==> src/rtl/bc_fill_pkg.sv <==
// Shared types and helpers for the box-count fill stage and its coarse-grid neighbour.
// Combinational helpers only; no state.
// No handshake; pure definitions.
package bc_fill_pkg;

    typedef enum logic [2:0] {
        IDLE  = 3'd0,
        CLEAR = 3'd1,
        FILL  = 3'd2,
        FLUSH = 3'd3,
        SQG   = 3'd4
    } fill_state_t;

    // Packs {bx, lvl, by}; callers cast the result down to 2*box_idx+1 bits.
    function automatic logic [31:0] bc_addr(input logic [15:0] bx,
                                            input logic        lvl,
                                            input logic [15:0] by,
                                            input int          box_idx);
        logic [31:0] a;
        a = ({16'd0, bx} << (box_idx + 1)) | ({31'd0, lvl} << box_idx) | {16'd0, by};
        return a;
    endfunction

    // Unsigned add that clamps at 2^data_len-1 instead of wrapping.
    function automatic logic [31:0] sat_add(input logic [31:0] a,
                                            input logic [31:0] b,
                                            input int          data_len);
        logic [32:0] s;
        logic [32:0] mx;
        s  = {1'b0, a} + {1'b0, b};
        mx = (33'd1 << data_len) - 33'd1;
        return (s > mx) ? mx[31:0] : s[31:0];
    endfunction

endpackage

==> src/rtl/bc_fill_if.sv <==
// Pixel stream, box-count RAM port and control signals of the fill stage.
// Wires only; no latency.
// pix_valid/pix_ready handshake on the pixel stream; RAM side has no backpressure.
interface bc_fill_if #(
    parameter int BOX_IDX  = 3,
    parameter int PIX_LEN  = 1,
    parameter int DATA_LEN = 8
);
    localparam int AW = 2 * BOX_IDX + 1;

    logic                start;
    logic                pix_valid;
    logic [PIX_LEN-1:0]  pix;
    logic                pix_ready;
    logic                BC_mode;
    logic [AW-1:0]       BC_rd_addr;
    logic [DATA_LEN-1:0] BC_rd_data;
    logic                wen_fill;
    logic [AW-1:0]       BC_wr_addr;
    logic [DATA_LEN-1:0] BC_wr_data;
    logic                done;

    modport master (
        output start, pix_valid, pix, BC_rd_data,
        input  pix_ready, BC_mode, BC_rd_addr, wen_fill, BC_wr_addr, BC_wr_data, done
    );

    modport slave (
        input  start, pix_valid, pix, BC_rd_data,
        output pix_ready, BC_mode, BC_rd_addr, wen_fill, BC_wr_addr, BC_wr_data, done
    );
endinterface

==> src/rtl/bc_run_acc.sv <==
// Run accumulator: sums pixels of one row-run inside a box and forms the RAM update word.
// Run sum registered on the last pixel; write data is combinational from RAM read data next cycle.
// No backpressure; acc_en is the upstream accept strobe.
module bc_run_acc
    import bc_fill_pkg::*;
#(
    parameter int PIX_LEN  = 1,
    parameter int DATA_LEN = 8
) (
    input  logic                CLK,
    input  logic                RST,
    input  logic                clr,
    input  logic                acc_en,
    input  logic                run_last,
    input  logic [PIX_LEN-1:0]  pix,
    input  logic [DATA_LEN-1:0] rd_data,
    output logic [DATA_LEN-1:0] wr_data
);

    logic [DATA_LEN-1:0] acc;
    logic [DATA_LEN-1:0] acc_next;
    logic [DATA_LEN-1:0] run_sum_q;

    // Running sum including the current pixel, clamped.
    always_comb begin
        acc_next = DATA_LEN'(sat_add(32'(acc), 32'(pix), DATA_LEN));
        wr_data  = DATA_LEN'(sat_add(32'(rd_data), 32'(run_sum_q), DATA_LEN));
    end

    // Accumulate within a run; hand the finished run to the write stage and restart.
    always_ff @(posedge CLK or posedge RST) begin
        if (RST) begin
            acc       <= '0;
            run_sum_q <= '0;
        end else if (clr) begin
            acc       <= '0;
        end else if (acc_en) begin
            if (run_last) begin
                run_sum_q <= acc_next;
                acc       <= '0;
            end else begin
                acc       <= acc_next;
            end
        end
    end

endmodule

==> src/rtl/bc_fill.sv <==
// Clears level 0 of the box-count RAM, then accumulates a raster pixel stream into finest-grid boxes.
// One pixel/cycle; each run's read-modify-write completes one cycle after its last pixel.
// pix_ready high only in FILL, never stalls there; start ignored outside IDLE/SQG.
module bc_fill
    import bc_fill_pkg::*;
#(
    parameter int BOX_IDX  = 3,
    parameter int IMG_IDX  = 5,
    parameter int PIX_LEN  = 1,
    parameter int DATA_LEN = 8
) (
    input logic      CLK,
    input logic      RST,
    bc_fill_if.slave bus
);

    localparam int AW         = 2 * BOX_IDX + 1;
    localparam int CW         = 2 * IMG_IDX;
    localparam int BW         = 2 * BOX_IDX;
    localparam int SEG_W      = IMG_IDX - BOX_IDX;
    localparam int SEG_MASK_I = (1 << SEG_W) - 1;
    localparam logic [IMG_IDX-1:0] SEG_MASK = SEG_MASK_I[IMG_IDX-1:0];

    fill_state_t         state, state_nxt;
    logic [CW-1:0]       pix_cnt;
    logic [BW-1:0]       clr_cnt;
    logic                wr_pend;
    logic [AW-1:0]       wr_addr_q;
    logic                done_q;

    logic [IMG_IDX-1:0]  x, y;
    logic [BOX_IDX-1:0]  bx, by;
    logic [AW-1:0]       fill_addr, clr_addr;
    logic                accept, run_last, last_pix;
    logic [DATA_LEN-1:0] acc_wr_data;

    // Pixel coordinates, box addresses and accept qualifiers.
    always_comb begin
        x         = pix_cnt[IMG_IDX-1:0];
        y         = pix_cnt[CW-1:IMG_IDX];
        bx        = x[IMG_IDX-1 -: BOX_IDX];
        by        = y[IMG_IDX-1 -: BOX_IDX];
        fill_addr = AW'(bc_addr(16'(bx), 1'b0, 16'(by), BOX_IDX));
        clr_addr  = AW'(bc_addr(16'(clr_cnt[BW-1:BOX_IDX]), 1'b0, 16'(clr_cnt[BOX_IDX-1:0]), BOX_IDX));
        accept    = bus.pix_valid && (state == FILL);
        run_last  = ((x & SEG_MASK) == SEG_MASK);
        last_pix  = &pix_cnt;
    end

    // State register.
    always_ff @(posedge CLK or posedge RST) begin
        if (RST) state <= IDLE;
        else     state <= state_nxt;
    end

    // Next state and RAM/handshake outputs.
    always_comb begin
        state_nxt      = state;
        bus.pix_ready  = 1'b0;
        bus.BC_mode    = 1'b1;
        bus.BC_rd_addr = '0;
        bus.wen_fill   = 1'b0;
        bus.BC_wr_addr = '0;
        bus.BC_wr_data = '0;
        bus.done       = done_q;

        case (state)
            IDLE:  if (bus.start) state_nxt = CLEAR;
            CLEAR: if (&clr_cnt) state_nxt = FILL;
            FILL:  if (accept && last_pix) state_nxt = FLUSH;
            FLUSH: state_nxt = SQG;
            SQG:   if (bus.start) state_nxt = CLEAR;
            default: state_nxt = IDLE;
        endcase

        if (state == FILL) bus.pix_ready = 1'b1;
        if (state == SQG)  bus.BC_mode   = 1'b0;
        if (accept && run_last) bus.BC_rd_addr = fill_addr;

        if (state == CLEAR) begin
            bus.wen_fill   = 1'b1;
            bus.BC_wr_addr = clr_addr;
        end else if (wr_pend) begin
            bus.wen_fill   = 1'b1;
            bus.BC_wr_addr = wr_addr_q;
            bus.BC_wr_data = acc_wr_data;
        end
    end

    // Clear walker, pixel counter, pending-write tracking and done pulse.
    always_ff @(posedge CLK or posedge RST) begin
        if (RST) begin
            clr_cnt   <= '0;
            pix_cnt   <= '0;
            wr_pend   <= 1'b0;
            wr_addr_q <= '0;
            done_q    <= 1'b0;
        end else begin
            clr_cnt <= (state == CLEAR) ? clr_cnt + 1'b1 : '0;
            if (state == CLEAR)  pix_cnt <= '0;
            else if (accept)     pix_cnt <= pix_cnt + 1'b1;
            wr_pend <= accept && run_last;
            if (accept && run_last) wr_addr_q <= fill_addr;
            done_q  <= (state == FLUSH);
        end
    end

    bc_run_acc #(
        .PIX_LEN (PIX_LEN),
        .DATA_LEN(DATA_LEN)
    ) u_acc (
        .CLK     (CLK),
        .RST     (RST),
        .clr     (state == CLEAR),
        .acc_en  (accept),
        .run_last(run_last),
        .pix     (bus.pix),
        .rd_data (bus.BC_rd_data),
        .wr_data (acc_wr_data)
    );

endmodule
==> src/flat_wrapper.sv <==
// flat-port wrapper written by rule: the top's interface ports become plain ports
module bc_fill_flat import bc_fill_pkg::*;
#(
    parameter int BOX_IDX  = 3,
    parameter int IMG_IDX  = 5,
    parameter int PIX_LEN  = 1,
    parameter int DATA_LEN = 8
)
  (CLK, RST, bus_start, bus_pix_valid, bus_pix, bus_BC_rd_data, bus_pix_ready, bus_BC_mode, bus_BC_rd_addr, bus_wen_fill, bus_BC_wr_addr, bus_BC_wr_data, bus_done);
  bc_fill_if #(.BOX_IDX(BOX_IDX), .PIX_LEN(PIX_LEN), .DATA_LEN(DATA_LEN)) bus_i ();
  input logic CLK;
  input logic RST;
  input wire logic [$bits(bus_i.start)-1:0] bus_start;
  input wire logic [$bits(bus_i.pix_valid)-1:0] bus_pix_valid;
  input wire logic [$bits(bus_i.pix)-1:0] bus_pix;
  input wire logic [$bits(bus_i.BC_rd_data)-1:0] bus_BC_rd_data;
  output wire logic [$bits(bus_i.pix_ready)-1:0] bus_pix_ready;
  output wire logic [$bits(bus_i.BC_mode)-1:0] bus_BC_mode;
  output wire logic [$bits(bus_i.BC_rd_addr)-1:0] bus_BC_rd_addr;
  output wire logic [$bits(bus_i.wen_fill)-1:0] bus_wen_fill;
  output wire logic [$bits(bus_i.BC_wr_addr)-1:0] bus_BC_wr_addr;
  output wire logic [$bits(bus_i.BC_wr_data)-1:0] bus_BC_wr_data;
  output wire logic [$bits(bus_i.done)-1:0] bus_done;
  assign bus_i.start = bus_start;
  assign bus_i.pix_valid = bus_pix_valid;
  assign bus_i.pix = bus_pix;
  assign bus_i.BC_rd_data = bus_BC_rd_data;
  assign bus_pix_ready = bus_i.pix_ready;
  assign bus_BC_mode = bus_i.BC_mode;
  assign bus_BC_rd_addr = bus_i.BC_rd_addr;
  assign bus_wen_fill = bus_i.wen_fill;
  assign bus_BC_wr_addr = bus_i.BC_wr_addr;
  assign bus_BC_wr_data = bus_i.BC_wr_data;
  assign bus_done = bus_i.done;
  bc_fill #(.BOX_IDX(BOX_IDX), .IMG_IDX(IMG_IDX), .PIX_LEN(PIX_LEN), .DATA_LEN(DATA_LEN)) u_core (.CLK(CLK), .RST(RST), .bus(bus_i));
endmodule
==> config.mk <==
export PLATFORM = sky130hd
export DESIGN_NAME = bc_fill_flat
export DESIGN_NICKNAME = d
export VERILOG_FILES = /design/src/rtl/bc_fill_pkg.sv /design/src/rtl/bc_fill_if.sv /design/src/rtl/bc_run_acc.sv /design/src/rtl/bc_fill.sv /design/src/flat_wrapper.sv
export SDC_FILE = /design/constraint.sdc
export NUM_CORES = 1
export LEC_CHECK = 0
export BUFFER_PORTS_ARGS = -buffer_cell sky130_fd_sc_hd__buf_2
export CORE_ASPECT_RATIO = 1.4
export CORE_UTILIZATION = 51
export CTS_CLUSTER_SIZE = 40
export DETAILED_ROUTE_END_ITERATION = 10
export PLACE_DENSITY = 0.72
export SLEW_MARGIN = 30
export SYNTH_ARGS = -nofsm -noshare
export SYNTH_HDL_FRONTEND = slang
export SYNTH_SLANG_ARGS = --single-unit
==> constraint.sdc <==
create_clock -name CLK -period 2.4 [get_ports CLK]
set_input_delay 0.48 -clock CLK [delete_from_list [all_inputs] [get_ports CLK]]
set_output_delay 0.48 -clock CLK [all_outputs]
set_load 0.02 [all_outputs]
==> run_summary.xml, run 1 <==
<?xml version="1.0" encoding="UTF-8"?>
<metrics>
  <group name="global_routing">
    <metric name="vias_in_the_first_global_route" unit="">2205</metric>
    <metric name="grt_first_pass_wirelength" unit="mm">9.60</metric>
    <metric name="grt_antenna_before_repair" unit="">0</metric>
    <metric name="grt-ovfl-total" unit="">0</metric>
    <metric name="combined_global_route_utilization_of_all_metal_layers" unit="%">24.9</metric>
    <metric name="grt_start_max_net_pins" unit="">24</metric>
  </group>
  <group name="synthesis">
    <metric name="synthTopCellsByCount" unit="">dfrtp_1, nand2_1, nor2_1, o21ai_0, a21oi_1</metric>
    <metric name="yosys_register_bits" unit="">43</metric>
    <metric name="synth.distinct_cells" unit="">42</metric>
    <metric name="synth.top_cell.area_share" unit="%">43.5</metric>
    <metric name="share_of_the_yosys_chip_area_belonging_to_registers" unit="%">43.5</metric>
    <metric name="syn_area_per_cell" unit="um^2">8.75</metric>
    <metric name="synthArstFlopShare" unit="%">100</metric>
    <metric name="yosysTopAreaCell" unit="">dfrtp_1</metric>
    <metric name="leading_register_cell_type_out_of_synthesis" unit="">dfrtp_1</metric>
    <metric name="synth.area.top_cells" unit="">dfrtp_1, nand2_1, ha_1</metric>
    <metric name="number_of_standard_cells_after_synthesis" unit="">283</metric>
    <metric name="synthesis.area" unit="um^2">2480</metric>
    <metric name="synthesis.yosys.warnings" unit="">0</metric>
    <metric name="synth-edff-count" unit="">0</metric>
  </group>
  <group name="critical_path">
    <metric name="timing.setup.critical_path_class" unit="">reg -&gt; out</metric>
    <metric name="crit_path_end" unit="">bus_BC_wr_data[0]</metric>
    <metric name="flop2flop_setup_slack" unit="ps">610</metric>
    <metric name="crit_start" unit="">u_core.u_acc.run_sum_q[0]$_DFFE_PP0P_</metric>
    <metric name="critical_path_arrival" unit="ps">2280</metric>
    <metric name="max_stage_delay_cell_worst_path" unit="">dfrtp_1</metric>
    <metric name="worst_ep_required" unit="ps">1920</metric>
    <metric name="critical_path.reg2reg.endpoint" unit="">u_core.u_acc.run_sum_q[5]$_DFFE_PP0P_</metric>
    <metric name="critical_path.n_buffers_inverters" unit="">2</metric>
    <metric name="crit_path_max_incr_delay" unit="ps">400</metric>
    <metric name="path_delay_family" unit="">compound AO/OA/AOI/OAI gates</metric>
    <metric name="setup_crit_start_kind" unit="">flop</metric>
    <metric name="reg2reg_depth" unit="">6</metric>
    <metric name="crit-reg2reg-launch" unit="">u_core.u_acc.acc[0]$_DFFE_PP0P_</metric>
    <metric name="cp_max_fo" unit="">6</metric>
    <metric name="critical_path.endpoint_type" unit="">primary output</metric>
    <metric name="worst_path_depth" unit="">9</metric>
    <metric name="timing.critical_path.cells" unit="">ha_4, inv_2, fa_2, nand2b_4, a211oi_4, o211ai_1, and2_4, a21oi_4, buf_6</metric>
  </group>
  <group name="pwr">
    <metric name="power_switching" unit="uW">762</metric>
    <metric name="seqPwrFrac" unit="%">43.7</metric>
    <metric name="internal-power" unit="uW">1300</metric>
    <metric name="power.combinational.fraction" unit="%">34.6</metric>
    <metric name="irDropWorstVdd" unit="uV">477</metric>
    <metric name="clock_power_share" unit="%">21.7</metric>
    <metric name="power-per-cell-area" unit="nW/um^2">654</metric>
    <metric name="switching_share" unit="%">37.0</metric>
    <metric name="leakage" unit="uW">0.00165</metric>
  </group>
  <group name="placement">
    <metric name="port_buffers" unit="">36</metric>
    <metric name="detailed_placement_wirelength_estimate" unit="mm">4.11</metric>
    <metric name="place_ws" unit="ps">-412</metric>
    <metric name="routability_congestion" unit="">0.832</metric>
  </group>
  <group name="min_path">
    <metric name="hold_path_class" unit="">in -&gt; async</metric>
  </group>
  <group name="sta">
    <metric name="skew" unit="ps">11.7</metric>
    <metric name="setup_ws" unit="ps">-356</metric>
    <metric name="finalCritPeriodShare" unit="%">115</metric>
    <metric name="grt_setup_unrepaired" unit="">true</metric>
    <metric name="setup_total_negative_slack" unit="ps">-2560</metric>
    <metric name="achievable-frequency" unit="MHz">363</metric>
    <metric name="tightestPinTransition" unit="ps">596</metric>
    <metric name="max_slew_margin" unit="%">60.1</metric>
    <metric name="final_period_minus_worst_setup_slack" unit="ps">2760</metric>
    <metric name="report.final.setup_viol" unit="">8</metric>
    <metric name="final_max_slew_viol_count" unit="">0</metric>
    <metric name="report.final.hold_viol_count" unit="">0</metric>
  </group>
  <group name="final_layout">
    <metric name="drive_gt1_share" unit="%">26.8</metric>
    <metric name="antennaDiodeCount" unit="">0</metric>
    <metric name="design.final.nets" unit="">368</metric>
    <metric name="syn2layout_area_growth" unit="%">27.1</metric>
  </group>
  <group name="clock_tree">
    <metric name="clock_sinks" unit="">43</metric>
    <metric name="clockRootBuffer" unit="">clkbuf_8</metric>
    <metric name="cts_hold_buf" unit="">0</metric>
    <metric name="tritoncts" unit="">yes</metric>
    <metric name="cts_max_level" unit="">2</metric>
    <metric name="clk-insertion-delay-late" unit="ps">290</metric>
    <metric name="clock_tree.buffer_depth" unit="">2</metric>
    <metric name="clk_pin_slew" unit="ps">90</metric>
    <metric name="numCtsBuffers" unit="">5</metric>
  </group>
  <group name="detailed_routing">
    <metric name="post_drt_via_cell_ratio" unit="">5.45</metric>
    <metric name="routed_wl_per_cell" unit="um">13.9</metric>
    <metric name="drt_pass1_iterations" unit="">4</metric>
    <metric name="first_iter_violations" unit="">73</metric>
    <metric name="wirelength" unit="mm">5.62</metric>
    <metric name="detailroute.via_count" unit="">2208</metric>
    <metric name="drc_violation_count_after_routing" unit="">0</metric>
    <metric name="final_antenna_net_count" unit="">0</metric>
  </group>
  <group name="floorplan">
    <metric name="core_region_area" unit="um^2">4610</metric>
    <metric name="chipHeight" unit="um">84.4</metric>
    <metric name="start_util" unit="%">53.7</metric>
    <metric name="num_io_pins" unit="">39</metric>
    <metric name="std_cell_rows" unit="">29</metric>
    <metric name="dieArea" unit="um^2">5140</metric>
    <metric name="fp.dieW" unit="um">60.9</metric>
  </group>
  <group name="run">
    <metric name="maxCapViolations" unit="">0</metric>
  </group>
  <group name="outcome">
    <metric name="failed_checks" unit="">negative setup slack</metric>
    <metric name="outcome" unit="">finished, violations left</metric>
  </group>
</metrics>
## state kept, by name (all words and copies together) (netlist names)
name	count
u_core.wr_addr_q	6
u_core.u_acc.acc	8
u_core.u_acc.run_sum_q	8
u_core.bus.done	1
u_core.pix_cnt	10
u_core.state	3
u_core.clr_cnt	6
u_core.wr_pend	1
## power groups by stage
| stage | registers [uW] | logic [uW] | clock network, uW |
|---|---|---|---|
| floorplan | 897 | 473 | 0 |
| finish | 900 | 714 | 446 |
| CTS | 899 | 689 | 462 |
| global placement | 908 | 663 | 0 |
| global route | 910 | 795 | 486 |
| detailed placement | 912 | 678 | 0 |
## layer usage
metal,share of wire (%),up-vias,global-route usage [%],wire [um]
met1,39,1064,26.9,2190
met4,2.3,0,10.7,131
met3,2.1,11,4.01,120
met5,0,-,0,0
met2,57,45,45.6,3180
li1,-,1088,-,-
## layout make-up
class                      count  area [um^2]
fill                         396         1460
multi-input combinational    218         1440
sequential                    43         1080
timing repair buffer          63          429
tap                           62         77.6
clock buffer                   6         72.6
inverter                      11         41.3
clock inverter                 2         12.5
## logic make-up (layout without fill, tap and decap cells)
logic type	after synthesis	in the layout	synth area share, %
buffers and inverters	23	82	4.14
adders and majority gates	13	13	6.87
muxes	2	2	0.859
and+or+nand+nor	122	122	24.0
AOI/OAI and AO/OA	62	62	14.5
xor gates and xnor gates	17	17	6.01
DFF	43	43	43.5
other	1	2	0.151
## cell usage in the layout, fill, tap and decap left out, types with 2 or more instances in the layout
master,Yosys,layout
buf_2,1,28
o211ai_1,2,2
conb_1,1,2
inv_1,10,9
xor2_1,11,11
o21ai_0,22,22
buf_4,2,28
nand2b_1,5,4
ha_1,12,11
a21oi_1,20,14
inv_2,1,2
xnor2_1,6,6
nor2b_1,2,2
dfrtp_1,43,43
nor2_1,29,28
a21o_1,6,6
o31ai_1,3,3
nor3_1,4,4
clkbuf_8,0,5
buf_6,1,7
or3_1,2,2
nand2_1,43,43
o21bai_1,2,2
and3_1,10,10
a31oi_1,3,2
nor3b_1,2,2
a21oi_4,0,6
nand3_1,16,16
## worst min path at each step
stage,start,end,slack (ps)
after global placement,u_core.u_acc.run_sum_q[3]$_DFFE_PP0P_,u_core.u_acc.run_sum_q[3]$_DFFE_PP0P_,450
after global routing,RST,u_core.bus.done$_DFF_PP0_,260
after CTS,RST,u_core.bus.done$_DFF_PP0_,230
final,RST,u_core.bus.done$_DFF_PP0_,220
after floorplan,u_core.u_acc.run_sum_q[2]$_DFFE_PP0P_,u_core.u_acc.run_sum_q[2]$_DFFE_PP0P_,440
after detailed placement,u_core.u_acc.run_sum_q[2]$_DFFE_PP0P_,u_core.u_acc.run_sum_q[2]$_DFFE_PP0P_,460
## per-stage QoR
stage | cell area (um^2) | hold WS [ps] | total power [uW] | util [%] | instances
detailed placement | 2960 | 461 | 1590 | 64.2 | 393
floorplan | 2580 | 443 | 1370 | - | 284
finish | 3150 | 218 | 2060 | 68.3 | 405
CTS | 3090 | 226 | 2050 | 67.1 | 402
global route | 3150 | 263 | 2190 | 68.3 | 405
global placement | 2960 | 453 | 1570 | 64.2 | 393
## worst min-delay path: stages
cell,delay (ps)
buf_2,90
inv_1,60
buf_4,270
## repair_timing
item	CTS	global route
resized for setup	17	7
pin swaps	8	2
buffers inserted	3	3
endpoints found under the hold margin	0	0
cloned	0	0
endpoints found under the setup margin	8	10
Note: power is estimated with default switching activity, not from simulation.
==> inputs of run 2 (changes only) <==
--- a/config.mk
+++ b/config.mk
@@ -5,7 +5,7 @@
 export SDC_FILE = /design/constraint.sdc
 export NUM_CORES = 1
 export LEC_CHECK = 0
-export BUFFER_PORTS_ARGS = -buffer_cell sky130_fd_sc_hd__buf_2
+export BUFFER_PORTS_ARGS = -buffer_cell sky130_fd_sc_hd__buf_4
 export CORE_ASPECT_RATIO = 1.4
 export CORE_UTILIZATION = 51
 export CTS_CLUSTER_SIZE = 40
==> run 2 against run 1 <==
Effect of this change: the run still ends with negative setup slack left; first-iteration DRC count fell by 52%; utilization rose by 0.87 points; worst setup slack improved by 86 ps; sequential cell count did not move; die area did not move; via count fell by 3.8%; clock skew rose by 0.97 ps.
==> run_summary.xml, run 2 (synthesized netlist as in run 1, its figures left out) <==
<?xml version="1.0" encoding="UTF-8"?>
<metrics>
  <group name="sta">
    <metric name="report.final.hold_viol_count" unit="">0</metric>
    <metric name="skew" unit="ps">12.7</metric>
    <metric name="final_max_slew_viol_count" unit="">0</metric>
    <metric name="setup_ws" unit="ps">-269</metric>
    <metric name="grt_setup_unrepaired" unit="">true</metric>
    <metric name="achievable-frequency" unit="MHz">375</metric>
    <metric name="setup_total_negative_slack" unit="ps">-2050</metric>
    <metric name="final_period_minus_worst_setup_slack" unit="ps">2670</metric>
    <metric name="finalCritPeriodShare" unit="%">111</metric>
    <metric name="report.final.setup_viol" unit="">8</metric>
    <metric name="max_slew_margin" unit="%">59.8</metric>
    <metric name="tightestPinTransition" unit="ps">600</metric>
  </group>
  <group name="clock_tree">
    <metric name="clk_pin_slew" unit="ps">80</metric>
    <metric name="cts_max_level" unit="">2</metric>
    <metric name="clock_tree.buffer_depth" unit="">2</metric>
    <metric name="clk-insertion-delay-late" unit="ps">300</metric>
    <metric name="numCtsBuffers" unit="">5</metric>
    <metric name="clock_sinks" unit="">43</metric>
    <metric name="tritoncts" unit="">yes</metric>
    <metric name="clockRootBuffer" unit="">clkbuf_8</metric>
  </group>
  <group name="final_layout">
    <metric name="layout_top_registers" unit="">u_core.pix_cnt (10), u_core.u_acc.acc (8), u_core.u_acc.run_sum_q (8)</metric>
    <metric name="design.final.nets" unit="">363</metric>
    <metric name="top_register" unit="">u_core.pix_cnt</metric>
    <metric name="mostFrequentLayoutCell" unit="">buf_4</metric>
    <metric name="postLayoutCellArea" unit="um^2">3190</metric>
    <metric name="antennaDiodeCount" unit="">0</metric>
    <metric name="fill_cell_count" unit="">378</metric>
    <metric name="syn2layout_area_growth" unit="%">28.8</metric>
    <metric name="drive_gt1_share" unit="%">25.4</metric>
    <metric name="max_reg_flops" unit="">10</metric>
    <metric name="final_cell_mix" unit="">buf_4, nand2_1, dfrtp_1</metric>
  </group>
  <group name="outcome">
    <metric name="failed_checks" unit="">negative setup slack</metric>
    <metric name="outcome" unit="">finished, violations left</metric>
  </group>
  <group name="global_routing">
    <metric name="combined_global_route_utilization_of_all_metal_layers" unit="%">24.5</metric>
    <metric name="vias_in_the_first_global_route" unit="">2204</metric>
    <metric name="grt_antenna_before_repair" unit="">0</metric>
    <metric name="grt_first_pass_wirelength" unit="mm">9.52</metric>
    <metric name="grt_start_max_net_pins" unit="">44</metric>
    <metric name="grt-ovfl-total" unit="">0</metric>
  </group>
  <group name="detailed_routing">
    <metric name="routed_wl_per_cell" unit="um">13.7</metric>
    <metric name="drt_pass1_iterations" unit="">4</metric>
    <metric name="post_drt_via_cell_ratio" unit="">5.31</metric>
    <metric name="final_antenna_net_count" unit="">0</metric>
    <metric name="wirelength" unit="mm">5.49</metric>
    <metric name="first_iter_violations" unit="">35</metric>
    <metric name="drc_violation_count_after_routing" unit="">0</metric>
    <metric name="detailroute.via_count" unit="">2125</metric>
  </group>
  <group name="critical_path">
    <metric name="timing.critical_path.cells" unit="">ha_4, inv_2, fa_2, nand2b_4, a211oi_4, o211ai_1, and2_4, a21oi_4, buf_6</metric>
    <metric name="critical_path_arrival" unit="ps">2190</metric>
    <metric name="critical_path.reg2reg.endpoint" unit="">u_core.u_acc.run_sum_q[5]$_DFFE_PP0P_</metric>
    <metric name="max_stage_delay_cell_worst_path" unit="">dfrtp_1</metric>
    <metric name="crit_path_max_incr_delay" unit="ps">400</metric>
    <metric name="crit-reg2reg-launch" unit="">u_core.u_acc.acc[0]$_DFFE_PP0P_</metric>
    <metric name="worst_ep_required" unit="ps">1920</metric>
    <metric name="setup_crit_start_kind" unit="">flop</metric>
    <metric name="timing.setup.critical_path_class" unit="">reg -&gt; out</metric>
    <metric name="flop2flop_setup_slack" unit="ps">570</metric>
    <metric name="cp_max_fo" unit="">6</metric>
    <metric name="reg2reg_depth" unit="">6</metric>
    <metric name="critical_path.endpoint_type" unit="">primary output</metric>
  </group>
  <group name="placement">
    <metric name="area_post_placement" unit="um^2">3020</metric>
    <metric name="routability_congestion" unit="">0.811</metric>
    <metric name="port_buffers" unit="">36</metric>
    <metric name="detailed_placement_wirelength_estimate" unit="mm">4.12</metric>
  </group>
  <group name="floorplan">
    <metric name="num_io_pins" unit="">39</metric>
    <metric name="std_cell_rows" unit="">29</metric>
    <metric name="chipHeight" unit="um">84.4</metric>
    <metric name="fp.dieW" unit="um">60.9</metric>
    <metric name="start_util" unit="%">53.7</metric>
    <metric name="dieArea" unit="um^2">5140</metric>
    <metric name="core_region_area" unit="um^2">4610</metric>
  </group>
  <group name="min_path">
    <metric name="hold_path_class" unit="">in -&gt; async</metric>
  </group>
  <group name="pwr">
    <metric name="power-per-cell-area" unit="nW/um^2">689</metric>
    <metric name="leakage" unit="uW">0.00165</metric>
    <metric name="irDropWorstVdd" unit="uV">442</metric>
  </group>
  <group name="run">
    <metric name="maxCapViolations" unit="">0</metric>
  </group>
</metrics>
-- run 2: cell types whose count changed in the layout (fill, tap and decap cells not counted), sizes merged --
cell,before,now
clkinvlp,1,0
buf,63,58
bufinv,0,1
-- run 2: layer usage --
layer | up-vias | part of all wire, % | GRT usage (%)
met5 | - | 0 | 0
li1 | 1072 | - | -
met4 | 0 | 1.5 | 8.88
met3 | 7 | 3.2 | 4.01
met2 | 45 | 56 | 45.2
met1 | 1001 | 39 | 27.1
-- run 2: cell type report --
cell class              instances  area [um^2]  area share (%)
well taps                      62         77.6            2.43
flip-flops and latches         43         1080            33.8
clock inverters                 2         35.0            1.10
multi-input cells             218         1420            44.5
repair buffers                 58          458            14.4
clock buffers                   6         82.6            2.59
inverters                      11         41.3            1.30
-- run 2: through the flow --
stage	hold slack, ps	total power (uW)	setup slack (ps)	std cells	utilization (%)
after floorplan	443	1370	-78.2	284	-
after global placement	454	1580	-284	390	65.6
final	313	2200	-269	400	69.2
after detailed placement	461	1610	-325	390	65.6
after CTS	334	2200	-285	398	68.6
after global routing	377	2330	-367	400	69.2
-- run 2: timing repair --
action	in CTS	in global routing
gates resized for setup	8	3
pin swaps	6	1
hold buffers	0	0
gates cloned	0	0
endpoints found under the setup margin	8	10
buffers inserted	1	2
-- run 2: worst max-delay path: cells and delay by family, from the launching register on --
kind / cells / cell delay, ps
adder cells (fa/ha/maj): 2 / 480
AND/OR/NAND/NOR: 2 / 370
flip-flops: 1 / 400
buffers and inverters: 2 / 160
AO/OA/AOI/OAI: 3 / 470
-- run 2: worst max path at each step --
stage / slack, ps / depth (start not counted) / startpoint / end
2_1_floorplan: -80 / 9 / bus_BC_rd_data[0] / bus_BC_wr_data[0]
3_5_place_dp: -330 / 11 / bus_BC_rd_data[0] / bus_BC_wr_data[3]
3_3_place_gp: -280 / 11 / bus_BC_rd_data[0] / bus_BC_wr_data[5]
4_1_cts: -280 / 9 / u_core.u_acc.run_sum_q[0]$_DFFE_PP0P_ / bus_BC_wr_data[3]
5_1_grt: -370 / 9 / u_core.u_acc.run_sum_q[0]$_DFFE_PP0P_ / bus_BC_wr_data[1]
6_report: -270 / 9 / u_core.u_acc.run_sum_q[0]$_DFFE_PP0P_ / bus_BC_wr_data[1]
-- run 2: report_power, final --
part,total (uW),switching (uW),internal (uW),leakage (uW)
clock,589,252,337,0.0000612
sequential,901,95.2,806,0.000594
combinational,708,418,289,0.000994
total,2200,765,1430,0.00165
